$ cat config.mk
export PLATFORM = sky130hd
export DESIGN_NAME = fetch_stage_flat
export DESIGN_NICKNAME = d
export VERILOG_FILES = /design/src/rtl/fetch_stage_if.sv /design/src/rtl/fetch_stage.sv /design/src/flat_wrapper.sv
export SDC_FILE = /design/constraint.sdc
export NUM_CORES = 1
export LEC_CHECK = 0
export CAP_MARGIN = 20
export CORE_MARGIN = 5
export CORE_UTILIZATION = 45
export DETAILED_ROUTE_END_ITERATION = 10
export HOLD_SLACK_MARGIN = 0.06
export PLACE_DENSITY = 0.8
export SLEW_MARGIN = 20
export SYNTH_ARGS = -nofsm -noshare
export SYNTH_HDL_FRONTEND = slang
export SYNTH_SLANG_ARGS = --single-unit
export TNS_END_PERCENT = 10
$ cat constraint.sdc
create_clock -name CLK -period 4 [get_ports CLK]
set_input_delay 0.8 -clock CLK [delete_from_list [all_inputs] [get_ports CLK]]
set_output_delay 0.8 -clock CLK [all_outputs]
set_load 0.01 [all_outputs]
$ cat src/rtl/fetch_stage_if.sv
// Handshake bundle between the fetch stage and its neighbours: hazard/branch
// control and instruction-memory data in, fetch address and IF/ID contents out.
interface fetch_stage_if;
    logic        stall;
    logic        branch_taken;
    logic [5:0]  branch_target;
    logic [15:0] instr;
    logic [5:0]  pc;
    logic [15:0] ifid_instr;
    logic [5:0]  ifid_pc;
    logic        ifid_valid;
    logic [15:0] fetch_cnt;

    modport master (
        input  stall, branch_taken, branch_target, instr,
        output pc, ifid_instr, ifid_pc, ifid_valid, fetch_cnt
    );

    modport slave (
        output stall, branch_taken, branch_target, instr,
        input  pc, ifid_instr, ifid_pc, ifid_valid, fetch_cnt
    );
endinterface

$ cat src/rtl/fetch_stage.sv
// Instruction-fetch stage: PC register, IF/ID pipeline register, stall and branch redirect.
// Define FETCH_BRANCH_FLUSH_EN to squash the wrong-path instruction on a taken branch.
module fetch_stage (
    input  logic          CLK,
    input  logic          RST,
    fetch_stage_if.master fif
);
    localparam logic [15:0] NOP_WORD = 16'hF000;

    typedef enum logic [1:0] {
        BOOT = 2'd0,
        RUN  = 2'd1,
        HOLD = 2'd2
    } state_t;

    state_t      state_r;
    logic [5:0]  pc_r;
    logic [15:0] ifid_instr_r;
    logic [5:0]  ifid_pc_r;
    logic        ifid_valid_r;
    logic [15:0] fetch_cnt_r;
    logic [5:0]  pc_inc_s;

    // PC+1 wraps naturally in 6 bits
    assign pc_inc_s = pc_r + 6'd1;

    // Fetch FSM with PC, IF/ID and counter all held in registers
    always_ff @(posedge CLK) begin
        if (RST) begin
            state_r      <= BOOT;
            pc_r         <= 6'd0;
            ifid_instr_r <= NOP_WORD;
            ifid_pc_r    <= 6'd0;
            ifid_valid_r <= 1'b0;
            fetch_cnt_r  <= 16'd0;
        end else begin
            case (state_r)
                BOOT: begin
                    state_r <= RUN;
                end
                RUN, HOLD: begin
                    if (fif.branch_taken) begin
                        state_r <= RUN;
                        pc_r    <= fif.branch_target;
`ifdef FETCH_BRANCH_FLUSH_EN
                        ifid_instr_r <= NOP_WORD;
                        ifid_valid_r <= 1'b0;
`else
                        // delay slot: the instruction behind the branch still issues
                        ifid_instr_r <= fif.instr;
                        ifid_pc_r    <= pc_inc_s;
                        ifid_valid_r <= 1'b1;
                        fetch_cnt_r  <= fetch_cnt_r + 16'd1;
`endif
                    end else if (fif.stall) begin
                        state_r <= HOLD;
                    end else begin
                        state_r      <= RUN;
                        pc_r         <= pc_inc_s;
                        ifid_instr_r <= fif.instr;
                        ifid_pc_r    <= pc_inc_s;
                        ifid_valid_r <= 1'b1;
                        fetch_cnt_r  <= fetch_cnt_r + 16'd1;
                    end
                end
                default: begin
                    state_r <= BOOT;
                end
            endcase
        end
    end

    assign fif.pc         = pc_r;
    assign fif.ifid_instr = ifid_instr_r;
    assign fif.ifid_pc    = ifid_pc_r;
    assign fif.ifid_valid = ifid_valid_r;
    assign fif.fetch_cnt  = fetch_cnt_r;
endmodule

$ cat src/flat_wrapper.sv
// flat-port wrapper written by rule: the top's interface ports become plain ports
module fetch_stage_flat 
  (CLK, RST, fif_stall, fif_branch_taken, fif_branch_target, fif_instr, fif_pc, fif_ifid_instr, fif_ifid_pc, fif_ifid_valid, fif_fetch_cnt);
  fetch_stage_if fif_i ();
  input  logic CLK;
  input  logic RST;
  input wire logic [$bits(fif_i.stall)-1:0] fif_stall;
  input wire logic [$bits(fif_i.branch_taken)-1:0] fif_branch_taken;
  input wire logic [$bits(fif_i.branch_target)-1:0] fif_branch_target;
  input wire logic [$bits(fif_i.instr)-1:0] fif_instr;
  output wire logic [$bits(fif_i.pc)-1:0] fif_pc;
  output wire logic [$bits(fif_i.ifid_instr)-1:0] fif_ifid_instr;
  output wire logic [$bits(fif_i.ifid_pc)-1:0] fif_ifid_pc;
  output wire logic [$bits(fif_i.ifid_valid)-1:0] fif_ifid_valid;
  output wire logic [$bits(fif_i.fetch_cnt)-1:0] fif_fetch_cnt;
  assign fif_i.stall = fif_stall;
  assign fif_i.branch_taken = fif_branch_taken;
  assign fif_i.branch_target = fif_branch_target;
  assign fif_i.instr = fif_instr;
  assign fif_pc = fif_i.pc;
  assign fif_ifid_instr = fif_i.ifid_instr;
  assign fif_ifid_pc = fif_i.ifid_pc;
  assign fif_ifid_valid = fif_i.ifid_valid;
  assign fif_fetch_cnt = fif_i.fetch_cnt;
  fetch_stage u_core (.CLK(CLK), .RST(RST), .fif(fif_i));
endmodule
* Yosys cells after proc, flatten, opt, wreduce, memory -nomap -nowiden
Index checks and enable logic that the tools add are counted.
Word-level totals: memories 0, word-level logic and storage cells 26, output and inout port bits 45, memory bits (read-only) 0, register bits 47, bits of input ports 26, bits in latches 0, RAM bits 0
Operators by class: div/mod/pow operators 0, equal/unequal tests 3, $add $sub $neg 2, reductions and logical operators 3, $mul 0, shift-type cells 0, muxes and demuxes 12, bitwise gates (word level) 0, magnitude comparators 0
Operators with widths (number):
- 16-bit two-way mux | 4
- 6-bit two-way mux | 3
- 16-bit by 1-bit adder with 16-bit output, second input constant | 1
- 6-bit by 1-bit adder with 6-bit output, second input constant | 1
- 2-bit two-way mux | 2
- 2-bit one-hot mux with 2 select lines | 1
- 2-bit by 1-bit equality test with 1-bit output, second input constant | 1
- 2-bit equality test, second input constant | 1
- 2-bit zero test | 1
- 1-bit two-way mux | 2
- 2-bit by 1-bit != test with 1-bit output, second input constant | 1
- 2-bit AND reduction | 1
- 2-bit OR reduction | 1

* Depth between registers and ports, before layout
Gate-level depths: netlist of run 1.
depth after elaboration 3, mapped depth 8, gate-level depth less buffers 6

* Worst setup path before layout of run 1
OpenSTA, ideal clock, no wires.
path type input -> register, from input port fif_stall, to register u_core.fetch_cnt_r[15] (netlist: u_core.fif.fetch_cnt[15]), cell stages on the path 5, path buffers 1, setup time 0.121 ns, required time 3.879 ns, slack 1.864 ns, arrival time 2.015 ns, cells stage by stage nor2b_1 > or3_1 > clkbuf_2 > nor4_1 > mux2_2
Between the ends: cells in the longest elaborated chain, start to end 2
RTL lines:
- from (decl) | RTL line flat_wrapper.sv:7 | input wire logic [$bits(fif_i.stall)-1:0] fif_stall;
- 2-bit by 1-bit != test with 1-bit output (no line)
- 2-bit AND reduction (no line)
- to (signal assigned) | RTL line fetch_stage.sv:53 | fetch_cnt_r <= fetch_cnt_r + 16'd1;
- to (signal assigned) | RTL line fetch_stage.sv:63 | fetch_cnt_r <= fetch_cnt_r + 16'd1;
- to (decl) | RTL line fetch_stage.sv:21 | logic [15:0] fetch_cnt_r;
No other way between the ends. A chain may end at the register's enable or synchronous reset.

* Worst setup path in the final report of run 1
from input port fif_branch_taken, to register u_core.ifid_pc_r[2] (netlist: u_core.fif.ifid_pc[2])
Between the ends: cells in the longest elaborated chain, start to end 2, elaborated cells between the ends (all ways) 3, classes of those cells eq/ne (1); mux (1); reduce/logical (1)
RTL lines:
- from (decl) | RTL line flat_wrapper.sv:8 | input wire logic [$bits(fif_i.branch_taken)-1:0] fif_branch_taken;
- 2-bit by 1-bit != test with 1-bit output (no line)
- 2-bit AND reduction (no line)
- to (signal assigned) | RTL line fetch_stage.sv:51 | ifid_pc_r <= pc_inc_s;
- to (signal assigned) | RTL line fetch_stage.sv:61 | ifid_pc_r <= pc_inc_s;
- to (decl) | RTL line fetch_stage.sv:19 | logic [5:0] ifid_pc_r;
Parallel ways exist; a longest one is shown, timed or not.

==> flow_summary.toml, run 1 <==
[outcome]
status = "finished, final reports clean"

[route]
drc = 0
routed_wl_mm = 4.96
firstDrtPassIters = 5
dr.first_iter.drc_count = 126
vias = 1889
routedWlPerCell_um = 13.7
avgViaCountPerCell = 5.23
final_antenna_net_count = 0

[timing]
slew_headroom = 0.395
tns_ns = 0
rsz0062_at_grt = "no"
final.setup_skew_ns = 0.0103
tightest_slew_ns = 0.905
max_freq_mhz = 358
setup_viol = 0
report.final.slew_viol_count = 0
fin_crit_ns = 2.79
hold_viol_final = 0
timing.final.crit_share = 0.698

[yosys]
syn-instance-count = 242
synthTopCellsByCount = "50 x nand2_1, 47 x dfxtp_1, 23 x nor2_1"
synth-seq-area-share = 0.475
syn_area_per_cell_sq_um = 8.18
synthTopCellsByArea = "dfxtp_1 48%, nand2_1 9.5%, a21oi_1 5.6%, nor2_1 4.4%, xor2_1 3.1%"
yosysMostFrequentCell = "nand2_1"
ys.warnings.count = 0
synth-edff-count = 0
ys_types = 33
syn-num-nets = 272
synthDominantAreaCellType = "dfxtp_1"
ys_ff_latch = 47
synth_area_sq_mm = 0.00198
synthFlopType = "dfxtp_1"
synth_top_area_frac = 0.475
async_reset_ff_frac = 0

[critical_path]
crit_path_start_kind = "input port"
critPathKind = "in -> reg"
crit_fanout = 25
end_kind = "flip-flop"
arrival_ns = 3.01
worstPathRequired_ns = 4.22

[layout]
syn2layout_area_growth_pct = 41.3
antenna_cells = 0
nets = 338
drive_gt1_frac = 0.0388

[power_and_ir_drop]
power_frac_clock = 0.281
vdd_drop_max_v = 0.000184
sw_frac_of_total = 0.273
pwr-share-seq = 0.523
leakage_nw = 1.00
powerDensity_mw_per_mm2 = 356
p_int_mw = 0.724
combPwrFrac = 0.197
switching_power_mw = 0.272
power_mw = 0.996

[global_routing]
grt_usage = 0.177
antenna_found_initial = 0
grt.overflow.total = 0
grt_max_degree = 27
grt_pass1_wl_mm = 8.59
grt_pass1_vias = 1823

[clock_tree]
tritoncts = "done"
htreeDepth = 2
clk_root_buffer_cell = "clkbuf_8"
cts.sinks = 47
cts.path.max_buffers = 2
cts_hold_buf = 0
clk_pin_slew_ns = 0.09
cts_setup_buffers = 0
ctsResizeCount = 0
cts_made_buffers = 5
clkLatencyLatePin_ns = 0.30

[floorplanning]
die_w_um = 76.3
core_sq_mm = 0.00432
rows = 24
start_util = 0.458
fp.dieH_um = 76.3
dieArea_sq_mm = 0.00583
io_pins = 71

[placed_design]
gp_congestion = 0.806
hpwl_mm = 3.66
io_buffers = 70

[flow_run]
drv_cap = 0

[min_path]
hp-class = "reg -> reg"
-- worst paths after layout --
kind | to | slack, ns | start | cells after the start
setup / recovery | u_core.fif.ifid_pc[2] | 1.21 | fif_branch_taken | 6
hold / removal | u_core.fif.ifid_instr[1] | 0.46 | u_core.fif.ifid_instr[1] | 2
setup reg to reg | u_core.fif.fetch_cnt[15] | 1.77 | u_core.state_r[0] | 6
hold reg to reg | u_core.fif.ifid_instr[1] | 0.46 | u_core.fif.ifid_instr[1] | 2
-- final cells by class --
class / instances / area [sq um]
clock inverters: 2 / 12.5
well taps: 52 / 65.1
fillers: 396 / 1530
flip-flops and latches: 47 / 941
repair buffers: 74 / 731
clock buffers: 6 / 72.6
multi-input cells: 175 / 957
inverters: 5 / 18.8
-- worst max-delay path: stages --
cell and delay (ns):
clkdlybuf4s50_1 0.81, nand2b_1 0.34, and2_1 0.42, buf_4 0.35, nor2_1 0.06, a311oi_1 0.22
-- layer usage --
layer | track usage | vias up | routed length, um
li1 | - | 955 | -
met1 | 0.221 | 880 | 2230
met2 | 0.292 | 50 | 2400
met3 | 0.0532 | 4 | 289
met4 | 0.0524 | 0 | 40
met5 | 0 | - | 0
-- power by group through the flow --
stage / combinational [mW] / sequential, mW / clock [mW]
2_1_floorplan: 0.0829 / 0.542 / 0
3_3_place_gp: 0.194 / 0.531 / 0
3_5_place_dp: 0.198 / 0.532 / 0
4_1_cts: 0.199 / 0.521 / 0.288
5_1_grt: 0.215 / 0.525 / 0.312
6_report: 0.196 / 0.520 / 0.280
-- placed cells by master, fill, tap and decap left out, drive strengths merged, types with 2 or more instances in the layout --
cell type,n
a211oi,4
nand2b,4
nor2,23
clkbuf,6
nand3,8
xnor2,5
ha,4
o31ai,3
and3,3
a21oi,22
nand4,5
nor4,3
or3,5
xor2,7
nand2,50
buf,4
nor3,3
clkdlybuf4s50,70
nor2b,2
a31oi,2
o21ai,7
and4,2
dfxtp,47
nand3b,4
inv,5
or4,2
-- cells by family after synthesis --
family	share of synthesized area
adder cells (fa/ha/maj)	0.0253
buffers and inverters	0.0417
flip-flops	0.475
AND/OR/NAND/NOR	0.270
multiplexers	0.0107
XOR/XNOR	0.0531
AO/OA/AOI/OAI	0.124
-- registers in the layout, indices dropped and copies added, names as in the netlist --
signal	count
u_core.state_r	2
u_core.fif.ifid_pc	6
u_core.fif.ifid_valid	1
u_core.fif.pc	6
u_core.fif.ifid_instr	16
u_core.fif.fetch_cnt	16
-- metrics by stage --
stage                     utilization  instances  cell area [sq um]  worst slack [ns]  hold slack, ns
after detailed placement        0.627        353               2710             0.885           0.449
after CTS                       0.647        361               2800              1.19           0.462
final                           0.647        361               2800              1.21           0.460
after global placement          0.627        353               2710             0.969           0.441
after floorplan                     -        242               1980              1.86           0.481
after global routing            0.647        361               2800             0.975           0.476
(Power assumes the default switching activity.)
==> inputs of run 2 (changes only) <==
CORE_UTILIZATION = 44   (was 45)
PLACE_DENSITY = 0.79   (was 0.8)
clock period = 2.6 ns   (was 4 ns; I/O delays follow)
==> run 2 against run 1 <==
Total power increased by 75%; critical path depth decreased by 1; clock power increased by 120%; cell count increased by 1.1%; combinational power increased by 63%; sequential share of layout area decreased by 1.2 points; cell area increased by 3.7%; count of clock-buffer cells in the layout unchanged; register-to-register slack got worse by 1.2 ns; non-clock buffer count increased by 4; critical endpoint is now u_core.fif.fetch_cnt[15]; largest cell class unchanged; largest power group unchanged.
==> flow_summary.toml, run 2 (synthesized netlist as in run 1, its figures left out) <==
[outcome]
status = "finished, final reports clean"

[clock_tree]
cts_made_buffers = 5
clk_pin_slew_ns = 0.08
cts_hold_buf = 0
ctsResizeCount = 0
clk_root_buffer_cell = "clkbuf_8"
cts.sinks = 47
cts_setup_buffers = 0
cts.path.max_buffers = 2
tritoncts = "done"
htreeDepth = 2
clkLatencyLatePin_ns = 0.29

[route]
avgViaCountPerCell = 5.10
routed_wl_mm = 4.83
dr.first_iter.drc_count = 81
top_layer = "met4"
vias = 1863
firstDrtPassIters = 4
drc = 0
route.met3.wl_um = 297
routedWlPerCell_um = 13.2
wirelength_met1_mm = 2.31
wl_met2_mm = 2.19
final_antenna_net_count = 0

[timing]
hold_viol_final = 0
timing.final.crit_share = 0.794
fin_hold_ws_ns = 0.455
tightest_slew_ns = 0.443
slew_headroom = 0.704
rsz0062_at_grt = "no"
fin_ws_ns = 0.535
fin_crit_ns = 2.07
report.final.slew_viol_count = 0
tns_ns = 0
max_freq_mhz = 484
final.setup_skew_ns = 0.00474
setup_viol = 0

[power_and_ir_drop]
leakage_nw = 1.05
power_mw = 1.74
powerDensity_mw_per_mm2 = 600
vdd_drop_max_v = 0.000342

[placed_design]
io_buffers = 70
gp_congestion = 0.762
dp_worst_setup_slack_ns = 0.222
hpwl_mm = 3.48
placed_cells = 357

[flow_run]
drv_cap = 0

[global_routing]
grt.overflow.total = 0
grt_pass1_wl_mm = 8.14
grt_usage = 0.162
antenna_found_initial = 0
grt_max_degree = 28
grt_pass1_vias = 1720

[floorplanning]
fp.dieH_um = 77.1
start_util = 0.455
core_sq_mm = 0.00435
die_w_um = 77.1
io_pins = 71
rows = 24
dieArea_sq_mm = 0.00594

[critical_path]
arrival_ns = 2.25
rr_startpoint = "u_core.state_r[0]"
crit_fanout = 6
rrSetupSlack_ns = 0.54
worstPathRequired_ns = 2.79
end_kind = "flip-flop"
critPathKind = "in -> reg"
crit_path_start_kind = "input port"
r2r_end = "u_core.fif.fetch_cnt[15]"
r2r_cells = 6

[min_path]
min_to = "u_core.fif.ifid_pc[1]"
hp-class = "reg -> reg"
whs_path_depth = 2
worstHoldStart = "u_core.fif.ifid_pc[1]"

[layout]
mostFrequentLayoutCells = "70 x clkdlybuf4s50_1, 50 x nand2_1, 47 x dfxtp_1"
drive_gt1_frac = 0.0511
nets = 342
n_fill_cell = 348
syn2layout_area_growth_pct = 46.4
final_common_cell = "clkdlybuf4s50_1"
finalNonFillerCells = 365
antenna_cells = 0
[run 2: cell count changes in the layout (fill, tap and decap cells not counted)]
cell,delta
bufinv_16,+2
clkinvlp_4,-1
buf_4,+2
clkinv_2,-1
buf_12,+2
[run 2: final cells by class]
type	count	area (sq um)	area share
Tap cell	52	65.1	0.0224
Sequential cell	47	941	0.324
Inverter	5	18.8	0.00647
Timing Repair Buffer	78	786	0.271
Clock buffer	6	72.6	0.0250
Clock inverter	2	60.1	0.0207
Multi-Input combinational cell	175	957	0.330
[run 2: worst max-delay path by stage]
stage	slack (ns)	to	cells past startpoint	start
finish	0.53	u_core.fif.fetch_cnt[15]	5	fif_stall
global placement	0.27	u_core.fif.fetch_cnt[15]	5	fif_stall
CTS	0.54	u_core.fif.fetch_cnt[15]	6	u_core.state_r[0]
detailed placement	0.22	u_core.fif.fetch_cnt[15]	5	fif_stall
floorplan	0.70	u_core.fif.fetch_cnt[15]	7	u_core.state_r[0]
global route	0.38	u_core.fif.ifid_pc[5]	7	fif_branch_taken
[run 2: report_power, final]
part	switching (mW)	internal, mW
Clock	0.235	0.384
Combinational	0.145	0.176
Sequential	0.0340	0.767
[run 2: through the flow]
step	area, sq um	utilization
2_1_floorplan	1980	-
3_3_place_gp	2770	0.636
3_5_place_dp	2770	0.636
4_1_cts	2900	0.666
5_1_grt	2900	0.666
6_report	2900	0.666
[run 2: critical path, cell delays in order]
cell,delay (ns)
clkdlybuf4s50_1,0.42
nor2b_1,0.18
or3_1,0.47
nor4_1,0.30
mux2_2,0.37
[run 2: metal layers]
layer	track usage	vias to the layer above
met5	0	-
met4	0.0309	0
met3	0.0468	4
met2	0.256	59
met1	0.222	836
li1	-	964
==> inputs of run 3 (changes only) <==
CORE_UTILIZATION = 40   (was 44)
PLACE_DENSITY = 0.76   (was 0.79)
clock period = 1.8 ns   (was 2.6 ns; I/O delays follow)
==> run 3 against run 2 <==
Via count grew 4.5%; cell count grew 8.2%; worst setup slack lost 0.48 ns; non-clock buffer count grew 15; wire length grew 7.9%; die area grew 8.7%; flip-flop and latch count is the same; clock skew shrank 0.0022 ns; count of clock-buffer cells in the layout grew 2; hold slack gained 0.0031 ns.
==> flow_summary.toml, run 3 (synthesized netlist as in run 1, its figures left out) <==
[critical_path]
rr_startpoint = "u_core.state_r[1]"
cp-startpoint = "u_core.state_r[1]"
crit_path_start_kind = "flip-flop"
rrSetupSlack_ns = 0.06
crit_chain = "inv_2 -> ha_4 -> nand4_1 -> or3_4 -> buf_6 -> or3_4 -> a21oi_2"
path_buf_inv = 2
critical_path.max_stage_delay_ns = 0.39
cp.depth = 7
end_kind = "flip-flop"
crit_fanout = 4
crit_path_frequent_cell = "or3_4"
r2r_cells = 7
critPathKind = "reg -> reg"
worstPathRequired_ns = 2.04
crit_path_top_delay_cell = "or3_4"
r2r_end = "u_core.fif.fetch_cnt[11]"
crit_path_end = "u_core.fif.fetch_cnt[11]"
arrival_ns = 1.98
critical-path-top-delay-family = "simple AND/OR/NAND/NOR gates"

[timing]
tightest_slew_ns = 0.358
fin_crit_ns = 1.74
max_freq_mhz = 574
tns_ns = 0
final.setup_skew_ns = 0.00259
rsz0062_at_grt = "yes"
timing.final.crit_share = 0.969
setup_viol = 0
slew_headroom = 0.759
hold_viol_final = 0
fin_ws_ns = 0.0565
report.final.slew_viol_count = 0

[power_and_ir_drop]
powerDensity_mw_per_mm2 = 760
pwr-share-seq = 0.498
power_frac_clock = 0.296
leakage_nw = 1.14
combPwrFrac = 0.207
sw_frac_of_total = 0.259
vdd_drop_max_v = 0.000497
p_int_mw = 1.73
switching_power_mw = 0.603

[clock_tree]
cts.sinks = 47
cts_hold_buf = 0
clk_root_buffer_cell = "clkbuf_8"
tritoncts = "done"
clkLatencyLatePin_ns = 0.30
cts_made_buffers = 5
htreeDepth = 2
clk_pin_slew_ns = 0.08
cts.path.max_buffers = 2

[floorplanning]
die_w_um = 80.4
fp.dieH_um = 80.4
dieArea_sq_mm = 0.00646
start_util = 0.417
core_sq_mm = 0.00475
rows = 25
io_pins = 71

[layout]
nets = 357
regArea_sq_um = 951
multi_input_area_sq_mm = 0.00101
n_fill_cell = 435
syn2layout_area_growth_pct = 54.7
antenna_cells = 0
mostFrequentLayoutCells = "70 x clkdlybuf4s50_1, 50 x nand2_1, 43 x dfxtp_1"
drive_gt1_frac = 0.134
final_common_cell = "clkdlybuf4s50_1"
postLayoutCoreUtil = 0.644
design_area_sq_mm = 0.00306

[route]
firstDrtPassIters = 4
drc = 0
final_antenna_net_count = 0
routedWlPerCell_um = 13.2
dr.first_iter.drc_count = 111
avgViaCountPerCell = 4.93
routed_wl_mm = 5.21
vias = 1946

[min_path]
hp-class = "reg -> reg"

[placed_design]
gp_congestion = 0.812
dp_worst_setup_slack_ns = -0.340
dpl-instance-area_sq_mm = 0.00289
io_buffers = 70
hpwl_mm = 3.73

[global_routing]
grt_usage = 0.169
grt.overflow.total = 0
antenna_found_initial = 0
grt_pass1_wl_mm = 8.55
grt_max_degree = 38
grt_pass1_vias = 1836

[outcome]
status = "finished, final reports clean"

[flow_run]
drv_cap = 0
[run 3: worst min path at each step]
stage | from | endpoint | slack, ns | depth (start not counted)
2_1_floorplan | u_core.fif.ifid_instr[0] | u_core.fif.ifid_instr[0] | 0.48 | 2
3_3_place_gp | u_core.fif.ifid_instr[8] | u_core.fif.ifid_instr[8] | 0.44 | 2
3_5_place_dp | u_core.fif.ifid_instr[4] | u_core.fif.ifid_instr[4] | 0.45 | 2
4_1_cts | u_core.fif.ifid_instr[4] | u_core.fif.ifid_instr[4] | 0.46 | 2
5_1_grt | u_core.fif.ifid_instr[4] | u_core.fif.ifid_instr[4] | 0.47 | 2
6_report | u_core.fif.ifid_instr[4] | u_core.fif.ifid_instr[4] | 0.46 | 2
[run 3: through the flow]
| stage | hold WS (ns) | power, mW | cells |
|---|---|---|---|
| 2_1_floorplan | 0.481 | 1.39 | 242 |
| 3_3_place_gp | 0.441 | 1.65 | 385 |
| 3_5_place_dp | 0.448 | 1.66 | 385 |
| 4_1_cts | 0.461 | 2.35 | 394 |
| 5_1_grt | 0.468 | 2.46 | 395 |
| 6_report | 0.458 | 2.33 | 395 |
[run 3: timing repair]
item                       CTS  global route
pin swaps                    4             3
gates cloned                 0             0
setup endpoints to repair    3             6
buffers inserted             1             1
gates resized for setup      9             9
[run 3: tightest hold or removal path: cells and delay by family (launching register included)]
kind | cells | cell delay (ns)
AOI/OAI and AO/OA | 1 | 0.05
DFF | 1 | 0.31
and+or+nand+nor | 1 | 0.05
[run 3: layout make-up]
type                    count  share of cell area
repair buffers             93               0.294
flip-flops and latches     47               0.310
clock buffers               8              0.0327
well taps                  67              0.0274
inverters                   5             0.00612
multi-input cells         175               0.329
[run 3: routing by layer]
metal  up-vias  wire [um]  GRT usage
li1        991          -          -
met1       897       2410      0.217
met2        46       2470      0.263
met3        12        219     0.0516
met4         0        116     0.0625
met5         -          0          0
[run 3: power by group through the flow]
| stage | clock network [mW] | logic (mW) | registers [mW] |
|---|---|---|---|
| finish | 0.689 | 0.481 | 1.16 |
| global route | 0.763 | 0.525 | 1.17 |
| CTS | 0.712 | 0.482 | 1.16 |
| detailed placement | 0 | 0.475 | 1.18 |
| global placement | 0 | 0.469 | 1.18 |
| floorplan | 0 | 0.184 | 1.21 |
==> edit: new RTL, flow settings as in run 2 <==
Reset style: asynchronous (`RST`), changed in one clocked block.
--- a/src/rtl/fetch_stage.sv
+++ b/src/rtl/fetch_stage.sv
@@ -26,5 +26,5 @@
 
     // Fetch FSM with PC, IF/ID and counter all held in registers
-    always_ff @(posedge CLK) begin
+    always_ff @(posedge CLK or posedge RST) begin
         if (RST) begin
             state_r      <= BOOT;
Formal check against the unedited RTL: differs if RST is asserted again (counterexample within 4 cycles, from zero or initial values and one cycle with RST high); with RST held inactive, the same outputs for 10 cycles.
==> edit against run 2 <==
- highest routed layer unchanged
- area after synthesis is 4.4% higher
- setup slack better by 0.16 ns
- cell count is 7.7% lower
- critical path type is now reg -> out
- core utilization is 3.4 points lower
- sequential cell count stayed put
- largest cell class is now sequential cells
- wire length is 6.5% lower
- final area is 0.91% higher
- via count is 13% lower
Power is not compared: it rests on default switching activity, and its combinational part moved more than twofold at a synthesized area within 25%.
==> edit: results (changes against run 2) <==
| Metric | Value |
|---|---|
| Dpl ws | 0.428 ns (was 0.222 ns) |
| Dpl hpwl | 3220 µm (was 3480 µm) |
| Largest net degree at the start of global routing | 48 (was 28) |
| Vias in the first global route | 1,669 (was 1,720) |
| Synth Area in Compound Gates | 5.14% (was 12.4%) |
| Commonest cells in the netlist | 66 x nand2_1, 43 x dfrtp_1, 13 x xnor2_1 (was 50 x nand2_1, 47 x dfxtp_1, 23 x nor2_1) |
| Max incr delay on CP | 0.60 ns (was 0.47 ns) |
| Iter 0 DRT Violations | 122 (was 81) |
| Largest delay share family, worst path | buffers and inverters (was simple AND/OR/NAND/NOR gates) |
| Dpl cells | 329 (was 357) |
| First-pass GRT wire length | 7840 µm (was 8140 µm) |
| Post-synthesis mux area share | 0.968% (was 1.07%) |
| Synthesized instance count | 207 (was 242) |
| Total routed wirelength | 4520 µm (was 4830 µm) |
| Post-Synth XOR/XNOR Area | 8.05% (was 5.31%) |
| Worst Hold Path EP | u_core.fif.ifid_instr[13]$_DFFE_PP1P_ (was u_core.fif.ifid_pc[1]$_SDFFE_PP0P_) |
| Total track usage | 16.1% (was 16.2%) |
| Syn_nets | 237 (was 272) |
| Filler cells | 402 (was 348) |
| Post-synthesis sequential area ratio | 57.1% (was 47.5%) |
| Slack of the worst reg-to-reg path | 0.88 ns (was 0.54 ns) |
| Ys flop type | dfrtp_1 (was dfxtp_1) |
| Status | completed (unchanged) |
| Final nets | 312 (was 342) |
| Tmin final | 1.91 ns (was 2.07 ns) |
| WP data arrival | 1.39 ns (was 2.25 ns) |
| Area Growth Syn to Fin | 41.5% (was 46.4%) |
| HP Start | u_core.fif.ifid_instr[13]$_DFFE_PP1P_ (was u_core.fif.ifid_pc[1]$_SDFFE_PP0P_) |
| Layout Cells excl Fill | 337 (was 365) |
| Post-DR vias/cell | 4.81 (was 5.10) |
| DRT Pass-1 Iters | 4 (unchanged) |
| Slowest cell on the critical path | clkdlybuf4s50_1 (was or3_1) |
| Worst slew margin | 61.1% (was 70.4%) |
| Hold_ws | 0.460 ns (was 0.455 ns) |
| Ys async rst share | 100% (was 0%) |
| Synth Area in Adders | 2.42% (was 2.53%) |
| GPL Wtd Cong | 0.802 (was 0.762) |
| Synth top area cells | dfrtp_1 52%, nand2_1 12%, xnor2_1 5.5% (was dfxtp_1 48%, nand2_1 9.5%, a21oi_1 5.6%) |
edit: cell count changes in the layout (fill, tap and decap cells not counted), sizes merged, moves of 5 or more:
| cell | before | now |
|---|---|---|
| a21oi | 22 | 6 |
| dfrtp | 0 | 43 |
| dfxtp | 47 | 0 |
| nand2 | 50 | 66 |
| nor2 | 23 | 8 |
| or3 | 5 | 0 |
| xnor2 | 5 | 13 |
edit: worst max-delay path by stage:
stage	from	to
final	u_core.fif.pc[3]$_DFFE_PP0P_	fif_pc[3]
after global routing	fif_branch_taken	u_core.fif.ifid_instr[15]$_DFFE_PP1P_
after CTS	u_core.fif.fetch_cnt[4]$_DFFE_PP0P_	fif_fetch_cnt[4]
after detailed placement	fif_branch_taken	u_core.fif.ifid_instr[7]$_DFFE_PP0P_
after global placement	fif_branch_taken	u_core.fif.ifid_instr[10]$_DFFE_PP0P_
after floorplan	RST	u_core.fif.fetch_cnt[0]$_DFFE_PP0P_
edit: cell type report:
cell class	count	share of cell area (%)
Clock inverter	1	0.257
Sequential cell	47	40.4
Tap cell	54	2.31
Timing Repair Buffer	75	25.2
Clock buffer	7	2.61
Multi-Input combinational cell	146	28.3
Inverter	7	0.898
edit: routing by layer:
metal | share of wire [%] | track usage, % | vias up
li1 | - | - | 818
met1 | 44 | 19.7 | 747
met2 | 49 | 26.8 | 49
met3 | 6.4 | 3.67 | 6
met4 | 1.4 | 7.69 | 0
met5 | 0 | 0 | -
edit: power by group through the flow:
stage	registers, mW	clock network, mW	logic [mW]
6_report	1.27	0.427	1.43
5_1_grt	1.32	0.473	1.59
4_1_cts	1.27	0.442	1.46
3_5_place_dp	1.28	0	1.46
3_3_place_gp	1.28	0	1.43
2_1_floorplan	1.38	0	0.612
